`src/rtl/prog_seq_ctrl.sv`:
```
// -----------------------------------------------------------------------------
// prog_seq_ctrl
//
// Program-counter sequencer. Owns the PC and addresses the branch-target
// lookup table. Handles the start/done handshake with the harness, absolute
// and relative branches, and a shallow call/return stack. A stack overflow or
// underflow sets a sticky error flag and ends the program.
//
// Ports
//   clk_i         clock
//   reset_i       synchronous, active-high reset
//   start_i       begin program (level, sampled in IDLE)
//   start_idx_i   LUT index holding the program entry point
//   halt_i        current instruction ends the program
//   stall_i       hold PC this cycle
//   br_abs_i      taken absolute branch to LUT[br_idx_i]
//   br_rel_i      taken relative branch, PC + rel_off_i
//   call_i        push return address, jump to LUT[br_idx_i]
//   ret_i         pop return address into PC
//   br_idx_i      LUT index for br_abs_i / call_i
//   rel_off_i     signed two's-complement relative offset
//   lut_addr_o    LUT index: start_idx_i in IDLE, else br_idx_i
//   lut_target_i  LUT data (combinational response to lut_addr_o)
//   pc_o          current program counter
//   busy_o        high in RUN
//   done_o        high in DONE
//   err_o         sticky stack over/underflow flag
// -----------------------------------------------------------------------------
module prog_seq_ctrl #(
  parameter int D  = 12,
  parameter int AW = 5,
  parameter int OW = 8,
  parameter int SD = 4
) (
  input  logic          clk_i,
  input  logic          reset_i,
  input  logic          start_i,
  input  logic [AW-1:0] start_idx_i,
  input  logic          halt_i,
  input  logic          stall_i,
  input  logic          br_abs_i,
  input  logic          br_rel_i,
  input  logic          call_i,
  input  logic          ret_i,
  input  logic [AW-1:0] br_idx_i,
  input  logic [OW-1:0] rel_off_i,
  output logic [AW-1:0] lut_addr_o,
  input  logic [D-1:0]  lut_target_i,
  output logic [D-1:0]  pc_o,
  output logic          busy_o,
  output logic          done_o,
  output logic          err_o
);

  // Stack pointer must represent 0..SD inclusive (SD means full).
  localparam int SPW = $clog2(SD + 1);
  localparam int SIW = (SD > 1) ? $clog2(SD) : 1;

  typedef enum logic [1:0] {
    ST_IDLE,
    ST_RUN,
    ST_DONE
  } state_e;

  state_e         state_q, state_d;
  logic [D-1:0]   pc_q, pc_d;
  logic [SPW-1:0] sp_q, sp_d;
  logic           err_q, err_d;
  logic           push_en;
  logic [D-1:0]   stack_q [SD];

  logic [D-1:0]   pc_inc;
  logic [D-1:0]   rel_ext;
  logic [SIW-1:0] wr_idx;
  logic [SIW-1:0] rd_idx;

  assign pc_inc  = pc_q + D'(1);
  assign rel_ext = {{(D-OW){rel_off_i[OW-1]}}, rel_off_i};
  assign wr_idx  = SIW'(sp_q);
  assign rd_idx  = SIW'(sp_q - SPW'(1));

  // State register.
  // NOTE: sequential state uses non-blocking assignments so every register
  // samples the pre-edge values of its neighbours.
  always_ff @(posedge clk_i) begin
    if (reset_i) begin
      state_q <= ST_IDLE;
      pc_q    <= '0;
      sp_q    <= '0;
      err_q   <= 1'b0;
    end else begin
      state_q <= state_d;
      pc_q    <= pc_d;
      sp_q    <= sp_d;
      err_q   <= err_d;
    end
  end

  // NOTE: stack storage has no reset; entries are only read below sp_q, so
  // stale contents are never observed, and leaving them unreset lets the
  // array map onto plain flops or a register file.
  always_ff @(posedge clk_i) begin
    if (push_en) begin
      stack_q[wr_idx] <= pc_inc;
    end
  end

  // Next-state logic. One RUN action per cycle, resolved by priority.
  // NOTE: every signal gets a default at the top so no path leaves it
  // unassigned, which would otherwise infer a latch.
  always_comb begin
    state_d = state_q;
    pc_d    = pc_q;
    sp_d    = sp_q;
    err_d   = err_q;
    push_en = 1'b0;

    case (state_q)
      ST_IDLE: begin
        if (start_i) begin
          pc_d    = lut_target_i;
          err_d   = 1'b0;
          sp_d    = '0;
          state_d = ST_RUN;
        end
      end

      ST_RUN: begin
        if (halt_i) begin
          state_d = ST_DONE;
        end else if (stall_i) begin
          // hold everything
        end else if (call_i) begin
          if (sp_q == SPW'(SD)) begin
            err_d   = 1'b1;
            state_d = ST_DONE;
          end else begin
            push_en = 1'b1;
            sp_d    = sp_q + SPW'(1);
            pc_d    = lut_target_i;
          end
        end else if (ret_i) begin
          if (sp_q == '0) begin
            err_d   = 1'b1;
            state_d = ST_DONE;
          end else begin
            pc_d = stack_q[rd_idx];
            sp_d = sp_q - SPW'(1);
          end
        end else if (br_abs_i) begin
          pc_d = lut_target_i;
        end else if (br_rel_i) begin
          pc_d = pc_q + rel_ext;  // wraps silently mod 2^D
        end else begin
          pc_d = pc_inc;
        end
      end

      ST_DONE: begin
        // A held-high Start keeps us here so a level cannot retrigger a run.
        if (!start_i) begin
          state_d = ST_IDLE;
        end
      end

      default: state_d = ST_IDLE;
    endcase
  end

  // Outputs: decodes of registered state plus the LUT address mux.
  always_comb begin
    busy_o     = (state_q == ST_RUN);
    done_o     = (state_q == ST_DONE);
    lut_addr_o = (state_q == ST_IDLE) ? start_idx_i : br_idx_i;
  end

  assign pc_o  = pc_q;
  assign err_o = err_q;

endmodule

```
`config.mk`:
```
export PLATFORM = sky130hd
export DESIGN_NAME = prog_seq_ctrl
export DESIGN_NICKNAME = d
export VERILOG_FILES = /design/src/rtl/prog_seq_ctrl.sv
export SDC_FILE = /design/constraint.sdc
export NUM_CORES = 1
export LEC_CHECK = 0
export ABC_AREA = 1
export CAP_MARGIN = 20
export CORE_MARGIN = 2
export CORE_UTILIZATION = 50
export CTS_CLUSTER_SIZE = 16
export DETAILED_ROUTE_END_ITERATION = 6
export PLACE_DENSITY = 0.88
export SYNTH_ARGS = -nofsm -noshare
export SYNTH_HDL_FRONTEND = slang
export SYNTH_SLANG_ARGS = --single-unit
export TNS_END_PERCENT = 30
```
`constraint.sdc`:
```
create_clock -name clk_i -period 2.6 [get_ports clk_i]
set_clock_uncertainty 0.15 [all_clocks]
set_input_delay 0.65 -clock clk_i [delete_from_list [all_inputs] [get_ports clk_i]]
set_output_delay 0.65 -clock clk_i [all_outputs]
set_load 0.1 [all_outputs]
```
**Word-level counts from Yosys, hierarchy flattened**

Memories as Yosys holds them, arrays and structs flattened.
Index checks and enable logic that the tools add are counted.

- Register bits: 18
- RAM bits: 48
- Output and inout bits: 20
- Word-level logic and storage cells: 76
- Memories: 1

Memories:

| memory | depth | bits a word | read ports | clocked after memory_dff | wr ports | line | RTL |
|---|---|---|---|---|---|---|---|
| stack_q | 4 | 12 | 1 | 0 | 1 | 70 | `logic [D-1:0] stack_q [SD];` |

- $add $sub $neg: 4
- Equality and inequality tests: 17
- Mux-type cells: 43
- Reductions and logical operators: 7

Operators with widths:

| cell | number |
|---|---|
| $mux W12 | 9 |
| $pmux W12 S2 | 1 |
| $mux W3 | 7 |
| $mux W2 | 8 |
| $mux W1 | 14 |
| $reduce_and A7 Y1 | 2 |
| $add A12 B1 Y12 const B | 1 |
| $add A12 B12 Y12 | 1 |
| $ne A3 B3 Y1 const B | 4 |
| $reduce_and A6 Y1 | 2 |
| $ne A2 B2 Y1 const B | 4 |
| $ne A4 B3 Y1 const B | 2 |
| $ne A4 B4 Y1 const B | 2 |
| $ne A3 B2 Y1 const B | 2 |
| $pmux W2 S3 | 1 |
| $pmux W3 S2 | 1 |
| $mux W5 | 1 |
| $add A3 B1 Y3 const B | 1 |
| $eq A3 B3 Y1 const B | 1 |
| $logic_not A3 Y1 | 1 |
| $sub A3 B1 Y3 const B | 1 |
| $eq A2 B1 Y1 const B | 1 |
| $eq A2 B2 Y1 const B | 1 |
| $logic_not A2 Y1 | 1 |
| other kinds (2) | 2 |

**Logic depth before layout (Yosys ltp)**

- Depth in word-level cells: 8
- Depth in mapped cells: 14

**Worst setup path before layout**

OpenSTA, ideal clock, no wires.

- Path type: register -> register
- Start: register pc_q[0], in the netlist pc_o[0]
- End: register pc_q[6], in the netlist pc_o[6]
- Setup time: 71 ps
- Arrival time: 2479 ps
- Data required time: 2379 ps
- Slack: -100 ps
- Stages on the path, launching flop included: 15
- Path buffers: 0
- Path through: dfxtp_1 ha_1 inv_1 fa_1 inv_1 nand3_1 nand3_1 nand2_1 nand2_1 nand2_1 nand3_1 nand3_1 nand2_1 nand2_1 a21oi_1

- Word-level cells in the longest chain between the ends: 8
- Elaborated cells on any way between the ends: 9
- Classes of those cells: add/sub (2); mux (7)

Ends and longest elaborated chain:

| what | line | RTL |
|---|---|---|
| start: declaration | 66 | `logic [D-1:0] pc_q, pc_d;` |
| start signal: assignment | 93 | `pc_q <= pc_d;` |
| $add A12 B1 Y12 / $add A12 B12 Y12 (equally long branches) | 77, 153 |  |
| $mux W12 * | 152 | `end else if (br_rel_i) begin` |
| $mux W12 * | 150 | `end else if (br_abs_i) begin` |
| $mux W12 * | 142 | `end else if (ret_i) begin` |
| $mux W12 * | 133 | `end else if (call_i) begin` |
| $mux W12 * | 131 | `end else if (stall_i) begin` |
| $mux W12 * | 129 | `if (halt_i) begin` |
| $pmux W12 S2 * | 118 | `case (state_q)` |

Every way passes the cells marked *; elsewhere a longest branch is shown, timed or not. The select of a mux whose other input is x is not followed.
A chain may end at the register's enable or synchronous reset.

**Worst setup path in the final report**

- Start: register state_q[0]
- End: output lut_addr_o[2]

- Word-level cells in the longest chain between the ends: 2

Ends and longest elaborated chain:

| what | line | RTL |
|---|---|---|
| start: declaration | 65 | `state_e state_q, state_d;` |
| start signal: assignment | 92 | `state_q <= state_d;` |
| $logic_not A2 Y1 | 174 | `lut_addr_o = (state_q == ST_IDLE) ? start_idx_i : br_idx_i;` |
| $mux W5 | 174 |  |
| end: declaration | 47 | `output logic [AW-1:0] lut_addr_o,` |

No other way between the ends.

==> run metrics <==
outcome finished, final reports clean; Hold Vio Cnt, Final 0; Via Count 3985; Antenna Nets Post-Route 0; CTS sink count 66; Top Ports 59; Worst Path Required 1800 ps; first-pass GRT wire length 18200 µm; Worst-Skew Late Latency 340 ps; CP endpoint kind output pin; vias in the first global route 3828; TritonCTS clock tree yes; Inserted Diodes 0; total CTS buffers 9; Filler cells 714; max-cap viol count 0; yosys warns 0; actual slew at the worst max-slew pin 502 ps; root buffer cell clkbuf_8; Final #Nets 654; startpoint class of the critical path flop; pin count of the biggest net entering global routing 28; Initial Util between 50% and 60%; most common cell after layout, fill and taps aside nand2_1; Yosys cell types 37; Crit Path Max Fanout 5; power per cell area approximately 650 mW/mm²; Port Buffer Count 58; Die Wd 94.6 µm; fin crit period between 2000 and 3000 ps; WL/cell 16.7 µm; Peak VDD IR 0.351 mV; antenna violations before repair 0; cells along the critical path nor2_1 > mux2_2 > buf_12; Syn Inst Count 517; Syn Area/Cell around 8 µm²; DRT Pass-1 Iters 5; Post-CTS Resized 0; Die Height 94.6 µm; All-Layer GR Usage 27.0%; register bit total from synthesis 66; area grow syn2layout 24.3%; cell family with most CP delay multiplexers; syn_nets roughly 580; routed wire length around 12000 µm; row cnt 33; CP arrival 1710 ps; WS Path Type flop to output pin; DRC Markers 0; initial drt markers ~330; Worst path max stage delay about 430 ps; Worst Path Buf+Inv 1; Final Cycle Share 96.6%; # setup viols final 0; worst hold path class flop to flop; DP HPWL 8820 µm; share of cells above drive strength 1 13.0%; number of post-CTS setup repair buffers 0; mean number of vias per cell 5.65; Max Transition Viols Final 0; multi-input logic area 0.00194 mm²; Tot Pwr 3.30 mW; # H-tree levels 3; Max Freq 398 MHz; core area 0.00809 mm²; residual overflow from global routing 0; static leakage 2.23 nW; commonest cells after routing, fill and taps aside 109 x nand2_1, 62 x inv_1, 51 x nor2_1, 48 x edfxtp_1, 43 x a21oi_1; Slew headroom 66.4%; sequential area share after synthesis 43.9%; clk buf depth 2; Worst-path clk slew 70 ps; mapped cell area 0.00410 mm²; Die Footprint 0.00894 mm²; setup repair after global routing missed its margin false; Non-Filler Instances 705; slowest CP cell mux2_2; Hold-fix buffers, CTS 0; Storage cell area 0.00180 mm²; Placer Congestion 0.927; Post-Place Cells 690
## flip-flops by register name (all words and copies together) (netlist names)
name	count
err_o	1
pc_o	12
sp_q	3
stack_q	48
state_q	2
## cell type report
cell class                      count  share of cell area [%]
Clock inverter                      4                   0.859
Inverter                           68                    5.01
Sequential cell                    66                    35.4
Tap cell                          105                    2.58
Multi-Input combinational cell    366                    38.0
Timing Repair Buffer               85                    15.6
Clock buffer                       11                    2.58
## synth_stat cells
cell type      number  area share [%]
o21ai_0            37             4.5
mux2i_1             2            0.49
nand2_1           109              10
nand3_1            34             4.1
or3_1               1            0.15
dlygate4sd1_1       1            0.21
clkbuf_1            4            0.37
mux2_2              5             1.4
o22ai_1             9             1.4
clkbuf_8            1            0.34
dfxtp_1            18             8.8
edfxtp_1           48              35
a21oi_1            43             5.2
o211a_1             1            0.24
nand3b_1            1            0.18
xor2_1              5             1.1
buf_2               5            0.61
o21bai_1            1            0.18
nor2_4              3            0.82
o211ai_1            3            0.55
nor2_1             51             4.7
clkbuf_4            3            0.55
nand2_2             3            0.46
nand3_2             1            0.24
inv_2               6            0.55
fa_1                1            0.49
a211oi_1            2            0.37
o221ai_1            2            0.43
o21ai_1            19             2.3
a31oi_1             2            0.31
nor3_1              1            0.12
inv_1              62             5.7
ha_1               18             5.5
nand4_1             7             1.1
xnor2_1             3            0.64
or2_1               2            0.31
buf_4               3            0.55
## worst reg2reg max path, cell delays in order, from the launching register on
cell and delay (ps):
dfxtp_1 360, inv_1 90, ha_1 230, ha_1 240, or3_1 460, nor2_1 150
buf_4 250
## per-stage QoR
| step | hold WS (ps) | util, % | setup TNS [ps] | cell area, µm² | setup slack (ps) |
|---|---|---|---|---|---|
| floorplan | 337 | - | -1360 | 4100 | -28.4 |
| global placement | 342 | 60.8 | -444 | 4920 | -120 |
| detailed placement | 379 | 60.8 | -928 | 4920 | -145 |
| CTS | 389 | 63.0 | 0 | 5100 | 65.4 |
| global route | 419 | 63.0 | 0 | 5100 | 29.0 |
| finish | 389 | 63.0 | 0 | 5100 | 87.6 |
## worst paths after layout
check,startpoint,endpoint,slack [ps],depth (start not counted)
max reg2reg,sp_q[1],stack_q[2][6],360,6
max,state_q[0],lut_addr_o[2],90,3
min,sp_q[2],sp_q[2],390,2
min reg2reg,sp_q[2],sp_q[2],390,2
## power breakdown
group	internal, mW	leakage, nW	switching (mW)	total (mW)
Sequential	1.19	0.588	0.0659	1.26
Clock	0.432	0.0906	0.367	0.799
Combinational	0.400	1.56	0.841	1.24
Total	2.03	2.23	1.27	3.30
## per-layer routing
metal / GRT usage, % / routed length, µm / vias up
met5: 0 / 0 / -
met4: 13.9 / 374 / 0
met3: 5.51 / 774 / 39
met2: 44.4 / 5840 / 157
met1: 33.6 / 4780 / 1889
li1: - / - / 1900
## logic make-up after synthesis
family                   after synthesis  synth area share (%)
AO/OA/AOI/OAI                        119                  15.5
XOR/XNOR                               8                  1.71
adder cells (fa/ha/maj)               19                  5.98
buffers and inverters                 85                  8.85
flip-flops                            66                  43.9
multiplexers                           7                  1.86
AND/OR/NAND/NOR                      213                  22.1
Note: power is estimated with default switching activity, not from simulation.
